File: config.mk
export PLATFORM = sky130hd
export DESIGN_NAME = mem_port_arbiter
export DESIGN_NICKNAME = d
export VERILOG_FILES = /design/src/rtl/mem_port_arbiter.sv
export SDC_FILE = /design/constraint.sdc
export NUM_CORES = 1
export LEC_CHECK = 0
export CORE_ASPECT_RATIO = 1.5
export CORE_MARGIN = 8
export CORE_UTILIZATION = 30
export DETAILED_ROUTE_END_ITERATION = 8
export GPL_ROUTABILITY_DRIVEN = 0
export HOLD_SLACK_MARGIN = 0.05
export PLACE_DENSITY = 0.68
export SYNTH_ARGS = -nofsm -noshare
export SYNTH_HDL_FRONTEND = slang
export SYNTH_SLANG_ARGS = --single-unit
File: constraint.sdc
create_clock -name clk -period 3.7 [get_ports clk]
set_input_delay 0.37 -clock clk [delete_from_list [all_inputs] [get_ports clk]]
set_output_delay 0.37 -clock clk [all_outputs]
set_load 0.02 [all_outputs]
File: src/rtl/mem_port_arbiter.sv
// rtl/mem_port_arbiter.sv - shares a single-port memory between fetch and data requesters
//
// Purpose: grants one requester per cycle to a 1024 x 32 single-port memory.
// Data accesses win by default. A deferral counter forces a fetch grant after
// MAX_DEFER denied cycles. A flush input drops an in-flight fetch response.
//
// Ports:
//   clk, rst_n                        clock, asynchronous active-low reset
//   if_req/if_addr/if_flush           fetch request, address, flush
//   if_gnt/if_rvalid/if_rdata         fetch grant and read response
//   dm_req/dm_we/dm_addr/dm_wdata     data request (load/store)
//   dm_gnt/dm_rvalid/dm_rdata         data grant and load response
//   mem_en/mem_we/mem_addr/mem_wdata  memory drive
//   mem_rdata                         memory read data (one cycle after read)
//   conflict_cnt                      saturating count of contention cycles
module mem_port_arbiter #(
   parameter int ADDR_W    = 10,
   parameter int DATA_W    = 32,
   parameter int MAX_DEFER = 3
) (
   input  logic              clk,
   input  logic              rst_n,
   input  logic              if_req,
   input  logic [ADDR_W-1:0] if_addr,
   input  logic              if_flush,
   output logic              if_gnt,
   output logic              if_rvalid,
   output logic [DATA_W-1:0] if_rdata,
   input  logic              dm_req,
   input  logic              dm_we,
   input  logic [ADDR_W-1:0] dm_addr,
   input  logic [DATA_W-1:0] dm_wdata,
   output logic              dm_gnt,
   output logic              dm_rvalid,
   output logic [DATA_W-1:0] dm_rdata,
   output logic              mem_en,
   output logic              mem_we,
   output logic [ADDR_W-1:0] mem_addr,
   output logic [DATA_W-1:0] mem_wdata,
   input  logic [DATA_W-1:0] mem_rdata,
   output logic [15:0]       conflict_cnt
);

   localparam logic [3:0] MAX_D = 4'(MAX_DEFER);

   logic [3:0]        defer_cnt;
   logic              tag_if;
   logic              tag_dm;
   logic [DATA_W-1:0] if_rdata_q;
   logic [DATA_W-1:0] dm_rdata_q;

   // Grant decision: flush blocks fetch, starved fetch beats data, else data first.
   always_comb begin
      if_gnt = 1'b0;
      dm_gnt = 1'b0;
      if (if_flush) begin
         dm_gnt = dm_req;
      end else if (defer_cnt == MAX_D && if_req) begin
         if_gnt = 1'b1;
      end else if (dm_req) begin
         dm_gnt = 1'b1;
      end else begin
         if_gnt = if_req;
      end
   end

   always_comb begin
      mem_en    = if_gnt | dm_gnt;
      mem_we    = dm_gnt & dm_we;
      mem_addr  = '0;
      mem_wdata = '0;
      if (dm_gnt) begin
         mem_addr  = dm_addr;
         mem_wdata = dm_wdata;
      end else if (if_gnt) begin
         mem_addr  = if_addr;
      end
   end

   // Responses are qualified by the registered tag; flush kills the fetch one
   // in the same cycle. Idle rdata outputs hold their last delivered word.
   assign if_rvalid = tag_if & ~if_flush;
   assign dm_rvalid = tag_dm;
   assign if_rdata  = if_rvalid ? mem_rdata : if_rdata_q;
   assign dm_rdata  = dm_rvalid ? mem_rdata : dm_rdata_q;

   always_ff @(posedge clk or negedge rst_n) begin
      if (!rst_n) begin
         defer_cnt    <= '0;
         tag_if       <= 1'b0;
         tag_dm       <= 1'b0;
         if_rdata_q   <= '0;
         dm_rdata_q   <= '0;
         conflict_cnt <= '0;
      end else begin
         tag_if     <= if_gnt;
         tag_dm     <= dm_gnt & ~dm_we;
         if_rdata_q <= if_rdata;
         dm_rdata_q <= dm_rdata;

         // A flushed cycle neither counts as a denial nor resets the count.
         if (if_gnt || !if_req)
            defer_cnt <= '0;
         else if (!if_flush && defer_cnt < MAX_D)
            defer_cnt <= defer_cnt + 4'd1;

         if (if_req && dm_req && conflict_cnt != 16'hFFFF)
            conflict_cnt <= conflict_cnt + 16'd1;
      end
   end

endmodule

==> impl_metrics.csv <==
group,metric,value,unit
synthesis,syn-instance-count,303,
floorplanning,pin_count,218,
clock_tree,clkLatencyLatePin,0.34,ns
grt,grt-ovfl-total,0,
worst_setup_path,crit-reg2reg-capture,"conflict_cnt[14]",
clock_tree,cts_tree,"yes",
detailed_routing,routed_via_density,4.654,
worst_setup_path,r2r_start,"conflict_cnt[0]",
clock_tree,cts_repair_resize_count,0,
worst_setup_path,critPathArrivalTime,2.65,ns
grt,grt_pass1_vias,3591,
sta,clock-skew-final,0.01034,ns
sta,layout_setup_ws,0.6801,ns
floorplanning,std_cell_rows,50,
sta,rsz0062_at_grt,"false",
sta,fmax,331.1,MHz
grt,grt_use_total,0.1520,
worst_setup_path,cp_max_fo,19,
worst_setup_path,start_kind,"primary input",
grt,grt_max_degree,74,
sta,period_share,0.8162,
detailed_routing,antenna_left,0,
final_layout,layout-drive-gt1-share,0.1875,
final_layout,antenna_cells,0,
grt,grt_first_pass_wirelength,19530,um
clock_tree,cts_sinks,86,
sta,max_slew_margin,0.3819,
sta,hold_violations,0,
detailed_routing,vias,3183,
final_layout,final_nets,615,
synthesis,netlist.area_leader.share,0.5693,
detailed_routing,drt_iter0_drc,54,
worst_setup_path,cp-end-kind,"output port",
synthesis,yosys.cell_types.count,32,
detailed_routing,drtPass1Iterations,4,
power,p_leak,0.002694,uW
clock_tree,cts_setup_buffers,0,
clock_tree,cts_buffers,9,
synthesis,synth.area.top_cells,"dfrtp_1, mux2_2, and2_1",
min_path,hold_path_class,"primary input to asynchronous set/reset pin",
sta,worst_slew_pin_slew,0.9271,ns
sta,fin_setup_tns,0,ns
synthesis,seq_area_frac_synth,0.5693,
sta,finalSetupViolCount,0,
synthesis,yosysWarnings,0,
detailed_routing,wl_per_cell,18.03,um
sta,period_needed,3.020,ns
worst_setup_path,critPathRequiredTime,3.33,ns
placement,dp.cells,668,
power,peakVddDrop,0.0002267,V
detailed_routing,drc,0,
worst_setup_path,worst_r2r_path_depth,5,
worst_setup_path,r2r_slack,1.62,ns
clock_tree,root_buffer,"clkbuf_16",
outcome,outcome,"completed",
sta,drv_slew,0,
floorplanning,die_x,107.7,um
detailed_routing,finalWirelength,12330,um
clock_tree,clk_path_buf_depth,2,
synthesis,netlist_area,3780,um^2
power,power_density,498.4,nW/um^2
floorplanning,start_util,0.3052,
final_layout,stdcell_count,684,
floorplanning,die_y,153.5,um
placement,portBuffers,217,
synthesis,syn_nets,395,
clock_tree,cts_max_level,3,
clock_tree,holdBufCountCts,0,
placement,place_ws,0.6237,ns
floorplanning,dieArea,16520,um^2
worst_setup_path,crit_type,"primary input to output port",
floorplanning,core,12390,um^2
synthesis,avgSynthCellArea,12.47,um^2
run,cap_viol_max_count,0,
placement,dp_hpwl,9955,um
clock_tree,clkTransAtPathRegs,0.06,ns
synthesis,synth_seq_cells,86,
final_layout,synthToLayoutAreaGrowth,71.93,%
synthesis,yosys.area.top_type,"dfrtp_1",
power,power,3239,uW
grt,antenna_found_initial,0,
==> how the worst max path moves through the flow <==
stage | start | to | cells after the start
6_report | if_flush | if_rdata[3] | 5
2_1_floorplan | defer_cnt[0] | mem_addr[0] | 5
3_3_place_gp | if_flush | if_rdata[30] | 5
3_5_place_dp | if_flush | if_rdata[3] | 5
5_1_grt | if_flush | if_rdata[8] | 5
4_1_cts | if_flush | if_rdata[3] | 5
==> power by group <==
| part | internal, uW | total, uW | switching, uW |
|---|---|---|---|
| logic | 554 | 1060 | 507 |
| clock network | 613 | 990 | 377 |
| registers | 1100 | 1190 | 85.0 |
| total | 2270 | 3240 | 968 |
==> synthesized netlist by cell type (all sizes together) <==
| cell type | instances |
|---|---|
| dfrtp | 86 |
| mux2 | 69 |
| and2 | 33 |
| nand2 | 26 |
| o21ai | 12 |
| clkbuf | 11 |
| nor2 | 9 |
| xor2 | 8 |
| inv | 6 |
| nand3 | 5 |
| nand4 | 5 |
| nor3 | 5 |
| nor4 | 4 |
| xnor2 | 4 |
| buf | 3 |
| nand2b | 3 |
| ha | 2 |
| nor2b | 2 |
| a21oi | 1 |
| a31oi | 1 |
| and3 | 1 |
| mux2i | 1 |
| nor3b | 1 |
| nor4b | 1 |
| o211ai | 1 |
| o311ai | 1 |
| or2 | 1 |
| or4 | 1 |
==> kinds of logic after synthesis <==
| logic type | after synthesis | synth area share |
|---|---|---|
| AO/OA/AOI/OAI | 16 | 0.02317 |
| XOR/XNOR | 12 | 0.02781 |
| adder cells (fa/ha/maj) | 2 | 0.006619 |
| buffers and inverters | 20 | 0.01986 |
| flip-flops | 86 | 0.5693 |
| multiplexers | 70 | 0.2082 |
| AND/OR/NAND/NOR | 97 | 0.1450 |
==> placed cells by master, fill, tap and decap left out, types with 2 or more instances in the layout <==
cell type / count
mux2_2: 68
inv_1: 6
nand2b_1: 2
xnor2_1: 4
clkbuf_16: 9
nor2_1: 9
o21ai_0: 12
clkdlybuf4s50_1: 216
bufinv_16: 2
nand2_1: 26
buf_4: 6
ha_1: 2
nor2b_1: 2
nand4_2: 2
nand3_1: 5
nor4_1: 3
and2_1: 33
xor2_1: 8
nand4_1: 3
dfrtp_1: 86
clkinvlp_4: 2
nor3_1: 4
==> registers in the layout (all words and copies together), names as in the netlist <==
name / flops
conflict_cnt: 16
defer_cnt: 4
dm_rdata_q: 32
dm_rvalid: 1
if_rdata_q: 32
tag_if: 1
==> per-layer routing <==
layer  global-route usage  share of wire
met5                    0              0
met4              0.06640          0.022
met3              0.05976           0.10
met2               0.2674           0.52
met1               0.1524           0.36
==> through the flow <==
stage          utilization  instance area, um^2  hold slack (ns)
2_1_floorplan            -                 3780          0.07441
3_3_place_gp        0.4979                 6167           0.4793
3_5_place_dp        0.4979                 6167           0.4838
4_1_cts             0.5246                 6499           0.2151
5_1_grt             0.5246                 6499           0.2448
6_report            0.5246                 6499           0.1610
==> cell type report <==
| class | count | area (um^2) |
|---|---|---|
| repair buffers | 223 | 2227 |
| fillers | 1128 | 5888 |
| flip-flops and latches | 86 | 2152 |
| clock buffers | 10 | 239.0 |
| clock inverters | 6 | 92.59 |
| well taps | 156 | 195.2 |
| multi-input cells | 197 | 1570 |
| inverters | 6 | 22.52 |
==> critical path: stages <==
cell	delay (ns)
clkdlybuf4s50_1	0.54
nand2b_2	0.43
buf_4	0.35
mux2_2	0.38
clkdlybuf4s50_1	0.56
Power figures use the tool's default switching activity.
